$ cat src/rtl/digit_serial_sub_pkg.sv
// Shared types and elaboration helpers for the digit-serial subtractor.
package digit_serial_sub_pkg;

    typedef enum logic [1:0] {
        IDLE = 2'd0,
        RUN  = 2'd1,
        DONE = 2'd2
    } state_t;

    function automatic int calc_ndig(input int width, input int digit);
        return width / digit;
    endfunction

    // A single-digit configuration still needs a one-bit counter to stay legal.
    function automatic int calc_cnt_w(input int ndig);
        return (ndig > 1) ? $clog2(ndig) : 1;
    endfunction

endpackage

$ cat src/rtl/digit_serial_sub_digit.sv
// Combinational DIGIT-bit ripple of full-subtractor cells, LSB first.
module sub_digit
    import digit_serial_sub_pkg::*;
#(
    parameter int DIGIT = 4
) (
    input  logic [DIGIT-1:0] a_k,
    input  logic [DIGIT-1:0] b_k,
    input  logic             bin,
    output logic [DIGIT-1:0] diff_k,
    output logic             bout,
    output logic             msb_bin
);

    logic [DIGIT:0] borrow;

    always_comb begin
        borrow    = '0;
        diff_k    = '0;
        borrow[0] = bin;
        for (int i = 0; i < DIGIT; i++) begin
            diff_k[i]     = a_k[i] ^ b_k[i] ^ borrow[i];
            borrow[i + 1] = (~a_k[i] & b_k[i]) | (~(a_k[i] ^ b_k[i]) & borrow[i]);
        end
    end

    // The borrow entering the top bit is what the signed-overflow flag needs.
    assign bout    = borrow[DIGIT];
    assign msb_bin = borrow[DIGIT-1];

endmodule

$ cat src/rtl/digit_serial_sub.sv
// Multi-cycle A - B - Bin subtractor, DIGIT bits per clock, valid/ready on both sides.
module digit_serial_sub
    import digit_serial_sub_pkg::*;
#(
    parameter int WIDTH = 16,
    parameter int DIGIT = 4
) (
    input  logic             clk,
    input  logic             rst_n,
    input  logic             in_valid,
    output logic             in_ready,
    input  logic [WIDTH-1:0] a,
    input  logic [WIDTH-1:0] b,
    input  logic             bin,
    output logic             out_valid,
    input  logic             out_ready,
    output logic [WIDTH-1:0] d,
    output logic             bout,
    output logic             ovf,
    output logic             zero
);

    localparam int NDIG  = calc_ndig(WIDTH, DIGIT);
    localparam int CNT_W = calc_cnt_w(NDIG);
    localparam logic [CNT_W-1:0] K_LAST = CNT_W'(NDIG - 1);

    generate
        if (WIDTH < 1 || DIGIT < 1 || (WIDTH % DIGIT) != 0) begin : g_bad_params
            $error("digit_serial_sub: WIDTH must be >= 1 and a multiple of DIGIT");
        end
    endgenerate

    state_t             state_q, state_d;
    logic [CNT_W-1:0]   k_q, k_d;
    logic               borrow_q, borrow_d;
    logic [WIDTH-1:0]   a_q, a_d;
    logic [WIDTH-1:0]   b_q, b_d;
    logic [WIDTH-1:0]   acc_q, acc_d;
    logic [WIDTH-1:0]   d_q, d_d;
    logic               bout_q, bout_d;
    logic               ovf_q, ovf_d;
    logic               zero_q, zero_d;

    logic [DIGIT-1:0]   diff_k;
    logic               borrow_next;
    logic               msb_borrow;
    logic [WIDTH-1:0]   d_full;

    // Operands shift right each digit, so the active digit always sits in the low bits.
    sub_digit #(.DIGIT(DIGIT)) u_digit (
        .a_k     (a_q[DIGIT-1:0]),
        .b_k     (b_q[DIGIT-1:0]),
        .bin     (borrow_q),
        .diff_k  (diff_k),
        .bout    (borrow_next),
        .msb_bin (msb_borrow)
    );

    // Digits enter at the top of the accumulator; after NDIG steps digit 0 reaches bit 0.
    assign d_full = (WIDTH'(diff_k) << (WIDTH - DIGIT)) | (acc_q >> DIGIT);

    always_comb begin
        state_d  = state_q;
        k_d      = k_q;
        borrow_d = borrow_q;
        a_d      = a_q;
        b_d      = b_q;
        acc_d    = acc_q;
        d_d      = d_q;
        bout_d   = bout_q;
        ovf_d    = ovf_q;
        zero_d   = zero_q;
        case (state_q)
            IDLE: begin
                if (in_valid) begin
                    a_d      = a;
                    b_d      = b;
                    borrow_d = bin;
                    k_d      = '0;
                    state_d  = RUN;
                end
            end
            RUN: begin
                a_d      = a_q >> DIGIT;
                b_d      = b_q >> DIGIT;
                acc_d    = d_full;
                borrow_d = borrow_next;
                k_d      = k_q + CNT_W'(1);
                if (k_q == K_LAST) begin
                    state_d = DONE;
                    k_d     = '0;
                    d_d     = d_full;
                    bout_d  = borrow_next;
                    ovf_d   = msb_borrow ^ borrow_next;
                    zero_d  = (d_full == '0);
                end
            end
            DONE: begin
                if (out_ready) begin
                    state_d = IDLE;
                end
            end
            default: state_d = IDLE;
        endcase
    end

    always_ff @(posedge clk or negedge rst_n) begin
        if (!rst_n) begin
            state_q  <= IDLE;
            k_q      <= '0;
            borrow_q <= 1'b0;
            a_q      <= '0;
            b_q      <= '0;
            acc_q    <= '0;
            d_q      <= '0;
            bout_q   <= 1'b0;
            ovf_q    <= 1'b0;
            zero_q   <= 1'b0;
        end else begin
            state_q  <= state_d;
            k_q      <= k_d;
            borrow_q <= borrow_d;
            a_q      <= a_d;
            b_q      <= b_d;
            acc_q    <= acc_d;
            d_q      <= d_d;
            bout_q   <= bout_d;
            ovf_q    <= ovf_d;
            zero_q   <= zero_d;
        end
    end

    assign in_ready  = (state_q == IDLE);
    assign out_valid = (state_q == DONE);
    assign d         = d_q;
    assign bout      = bout_q;
    assign ovf       = ovf_q;
    assign zero      = zero_q;

endmodule

$ cat config.mk
export PLATFORM = sky130hd
export DESIGN_NAME = digit_serial_sub
export DESIGN_NICKNAME = d
export VERILOG_FILES = /design/src/rtl/digit_serial_sub_pkg.sv /design/src/rtl/digit_serial_sub_digit.sv /design/src/rtl/digit_serial_sub.sv
export SDC_FILE = /design/constraint.sdc
export NUM_CORES = 1
export LEC_CHECK = 0
export CORE_MARGIN = 5
export CORE_UTILIZATION = 55
export CTS_CLUSTER_SIZE = 12
export DETAILED_ROUTE_END_ITERATION = 8
export PLACE_DENSITY = 0.9
export SKIP_LAST_GASP = 1
export SLEW_MARGIN = 0
export SYNTH_ARGS = -nofsm -noshare
export SYNTH_HDL_FRONTEND = slang
export SYNTH_SLANG_ARGS = --single-unit
$ cat constraint.sdc
create_clock -name clk -period 6.6 [get_ports clk]
set_clock_uncertainty 0.1 [all_clocks]
set_input_delay 0.66 -clock clk [delete_from_list [all_inputs] [get_ports clk]]
set_output_delay 0.66 -clock clk [all_outputs]
set_load 0.1 [all_outputs]
* After elaboration in Yosys (flattened, before gate mapping)
Index checks and enable logic that the tools add are counted.
** Word-level totals
- Flip-flop bits (word level) :: 72
- Input bits :: 37
- Output and inout port bits :: 21
- Word-level logic and storage cells :: 66
** Operators by class
- $add $sub $neg :: 1
- Eq/ne operators :: 6
- Multiplexer cells :: 13
- Bitwise operators :: 30
- Reduce and logical (&&, ||, !) cells :: 6
** Operator list (number)
- $pmux 16 s2 :: 2
- $mux 16 :: 2
- $logic_not 16->1 :: 1
- $or 16x12->16 :: 1
- $mux 2 :: 5
- $xor 1x1->1 :: 9
- $and 1x1->1 :: 8
- $not 1->1 :: 8
- $pmux 2 s3 :: 1
- $eq 2x2->1 const B :: 2
- $ne 2x2->1 const B :: 2
- $or 1x1->1 :: 4
- $pmux 2 s2 :: 1
- $reduce_and 2->1 :: 2
- $reduce_and 3->1 :: 1
- $add 2x1->2 const B :: 1
- $eq 2x1->1 const B :: 1
- $logic_not 2->1 :: 1
- $ne 2x1->1 const B :: 1
- $pmux 1 s2 :: 1
- $reduce_bool 2->1 :: 1
- $mux 1 :: 1

* Logic depth before layout (Yosys ltp)
- Depth in word-level cells :: 11
- Mapped depth :: 10
- Depth with buffers taken out :: 10

* Hierarchy
From an unflattened synthesis, not the netlist that was laid out.
** Unflattened totals
- Cells, all modules :: 269
- Area total of the unflattened synthesis :: 3114.2 sq um
** By module, submodules not included
- digit_serial_sub :: instances 1, cells each 255, area each 2996.6 sq um, sequential area each 1701.6 sq um
- sub_digit :: instances 1, cells each 14, area each 117.6 sq um, sequential area each 0.0 sq um

* Worst setup path after synthesis
Ideal clock, no wire load.
- Path type :: reg2out
- Start :: reg state_q[1]
- End :: out in_ready
- Data arrival time :: 1.930 ns
- Required time :: 5.840 ns
- Path slack :: 3.910 ns
- Cell stages (with the launch flop) :: 4
- Buffers on the path :: 2
- Cells stage by stage :: dfrtp_1 > buf_6 > clkbuf_1 > nor2_1
** On the way
- Cells in the longest elaborated chain, start to end :: 1
** RTL lines
- from (decl) :: RTL line digit_serial_sub.sv:33 : state_t state_q, state_d;
- from (signal assigned) :: RTL line digit_serial_sub.sv:120 : state_q <= state_d;
- $logic_not 2->1 :: RTL line digit_serial_sub.sv:133 : assign in_ready = (state_q == IDLE);
- to (decl) :: RTL line digit_serial_sub.sv:11 : output logic in_ready,
Every way passes these cells.

* Worst setup path after layout
- Start :: reg state_q[0]
- End :: out out_valid
** On the way
- Cells in the longest elaborated chain, start to end :: 1
** RTL lines
- $eq 2x2->1 :: RTL line digit_serial_sub.sv:134 : assign out_valid = (state_q == DONE);
- to (decl) :: RTL line digit_serial_sub.sv:15 : output logic out_valid,
Every way passes these cells.

==> run metrics <==
fmax 304.1 MHz; Hold WS 0.3793 ns; Final Hold Viols 0; pwr dens 603.2 nW/um2; synthesized instance count 270; GRT overflow 0; row cnt 27; Ant. Diodes 0; core area 5507 um2; crit path capture type output port; Routed WL 6715 um; Total GRT Usage 0.1966; CP max FO 35; postcts setup bufs 0; Max H-tree Level 3; dpl ws 3.683 ns; Yosys top cell by area dfrtp_1; syn nets 312; worst hold path stage count 1; NumNets Final 364; Inserted Clock Buffers 9; R2R cell count 10; Synth Cell Area 3107 um2; starting density of the core 0.5642; CTS tree yes; flop2flop setup slack 3.82 ns; PnR worst setup slack 3.312 ns; Design Power 2.359 mW; HP Class flip-flop to flip-flop; Synth area leaders dfrtp_1, mux2_4, o21ai_0; filler instances 396; Detail Placement HPWL 4544 um; DR DRC count 0; worst vdd ir 0.0003452 V; vias per cell 5.744; slew margin rel. 0.3448; CTS root buf clkbuf_8; Chip Height 85.16 um; hold path endpoint k_q[0]; antenna violations before repair 0; CP Data Required Time 5.84 ns; GPL Wtd Cong 0.7792; die area 7251 um2; share of cells above drive strength 1 0.1407; crit path from state_q[0]; sequential fraction of the synthesis area 0.5477; hold buffers post-CTS 0; clk_lat worst skew 0.34 ns; first-pass GRT wire length 11100 um; RR Startpoint borrow_q; min-delay src k_q[0]; Worst Setup Path Type flip-flop to output port; setup violators final 0; clk sinks 68; fin crit period 3.288 ns; Resized cells post-CTS 0; Final Core Density 0.7103; commonest non-fill, non-tap cell in the layout dfrtp_1; Antenna Violating Nets Remaining 0; fin. max-slew vios 0; I/O pin cnt 58; status finished, final reports clean; wire per inst 16.83 um; MaxCap Viol Count 0; total negative setup slack 0 ns; vias in the first global route 2326; worst r2r dst zero; RSZ-0062 raised after global routing no; CP Data Arrival Time 2.53 ns; Startpoint Class flip-flop; syn_area_per_cell 11.51 um2; top-area cell type share of the netlist area 0.5477; largest net degree at the start of global routing 69; Final Cycle Share 0.4982; FF+latch count, synth 68; die width 85.16 um; CTS clk-pin slew, worst paths 0.07 ns; Tightest Pin Transition 0.9797 ns; Ys Warns 0; Initial DRT Pass Iterations 5; commonest cells after routing, fill and taps aside dfrtp_1, clkdlybuf4s50_1, o21ai_0, nand2_1, a22oi_1; Distinct cells, synth 33; clock buffer depth 2; Syn-to-layout area delta 25.90%; starting DRC count in detailed routing 140; Via Count 2292; number of buffers added on ports 57; leakage 1.727 nW
-- critical path: stages (launching register included) --
cell and delay, ns:
dfrtp_1 0.32, buf_4 0.32, clkinv_1 0.37, nand2_1 0.16
inv_1 0.05, clkdlybuf4s50_1 0.96
-- worst max path at each step --
stage,to,slack [ns],depth (start not counted)
floorplan,in_ready,3.91,3
global placement,out_valid,3.72,5
detailed placement,out_valid,3.68,5
CTS,out_valid,3.30,5
global route,out_valid,3.17,5
finish,out_valid,3.31,5
-- cell families after synthesis --
| kind of cell | count (synthesis) | share of synthesized area |
|---|---|---|
| compound gates | 82 | 0.1591 |
| xor+xnor | 1 | 0.002820 |
| fa+ha+maj | 5 | 0.02980 |
| buf+inv | 30 | 0.05316 |
| flops | 68 | 0.5477 |
| mux | 24 | 0.1035 |
| simple gates | 60 | 0.1039 |
-- Yosys cell counts --
cell,instances
a21oi_1,14
a22o_1,4
a22oi_1,19
a2bb2oi_1,1
a31oi_1,5
a32o_1,1
and2_1,6
and2b_1,1
buf_2,9
buf_4,1
buf_6,5
clkbuf_1,4
clkinv_1,1
dfrtp_1,68
fa_1,4
ha_1,1
inv_1,10
mux2_2,9
mux2_4,14
mux2i_1,1
nand2_1,30
nand3b_4,1
nand4_1,1
nor2_1,3
nor2b_1,12
nor2b_2,1
nor2b_4,1
nor4_1,2
nor4b_1,2
o21ai_0,36
o21ai_1,1
o21bai_2,1
xor2_1,1
-- state kept, by name, indices dropped and copies added (netlist names) --
| register | count |
|---|---|
| a_q | 16 |
| b_q | 16 |
| d | 16 |
| acc_q | 12 |
| k_q | 2 |
| state_q | 2 |
| borrow_q | 1 |
| bout | 1 |
| ovf | 1 |
| zero | 1 |
-- per-layer routing --
metal,global-route usage,share of wire,vias to the layer above
li1,-,-,1046
met1,0.2347,0.39,1123
met2,0.3319,0.51,105
met3,0.05049,0.070,18
met4,0.09209,0.031,0
met5,0,0,-
-- stage by stage --
stage	cells	area (um2)
after CTS	399	3911
after floorplan	270	3107
after global routing	399	3911
after detailed placement	383	3661
after global placement	383	3661
final	399	3911
-- power by group --
group / leakage (nW) / total (mW) / internal, mW / switching (mW)
Clock: 0.127 / 0.425 / 0.271 / 0.154
Sequential: 0.852 / 0.727 / 0.601 / 0.126
Combinational: 0.748 / 1.21 / 0.426 / 0.781
Total: 1.73 / 2.36 / 1.30 / 1.06
-- final cells by class --
class                   count  area [um2]  share of cell area
multi-input cells         172        1240              0.3170
flip-flops and latches     68        1702              0.4351
clock buffers              12       155.1             0.03967
repair buffers             60       588.1              0.1504
well taps                  72       90.09             0.02303
inverters                  11       41.29             0.01056
clock inverters             4       95.09             0.02431
No activity file was read; power rests on OpenSTA's default activity.
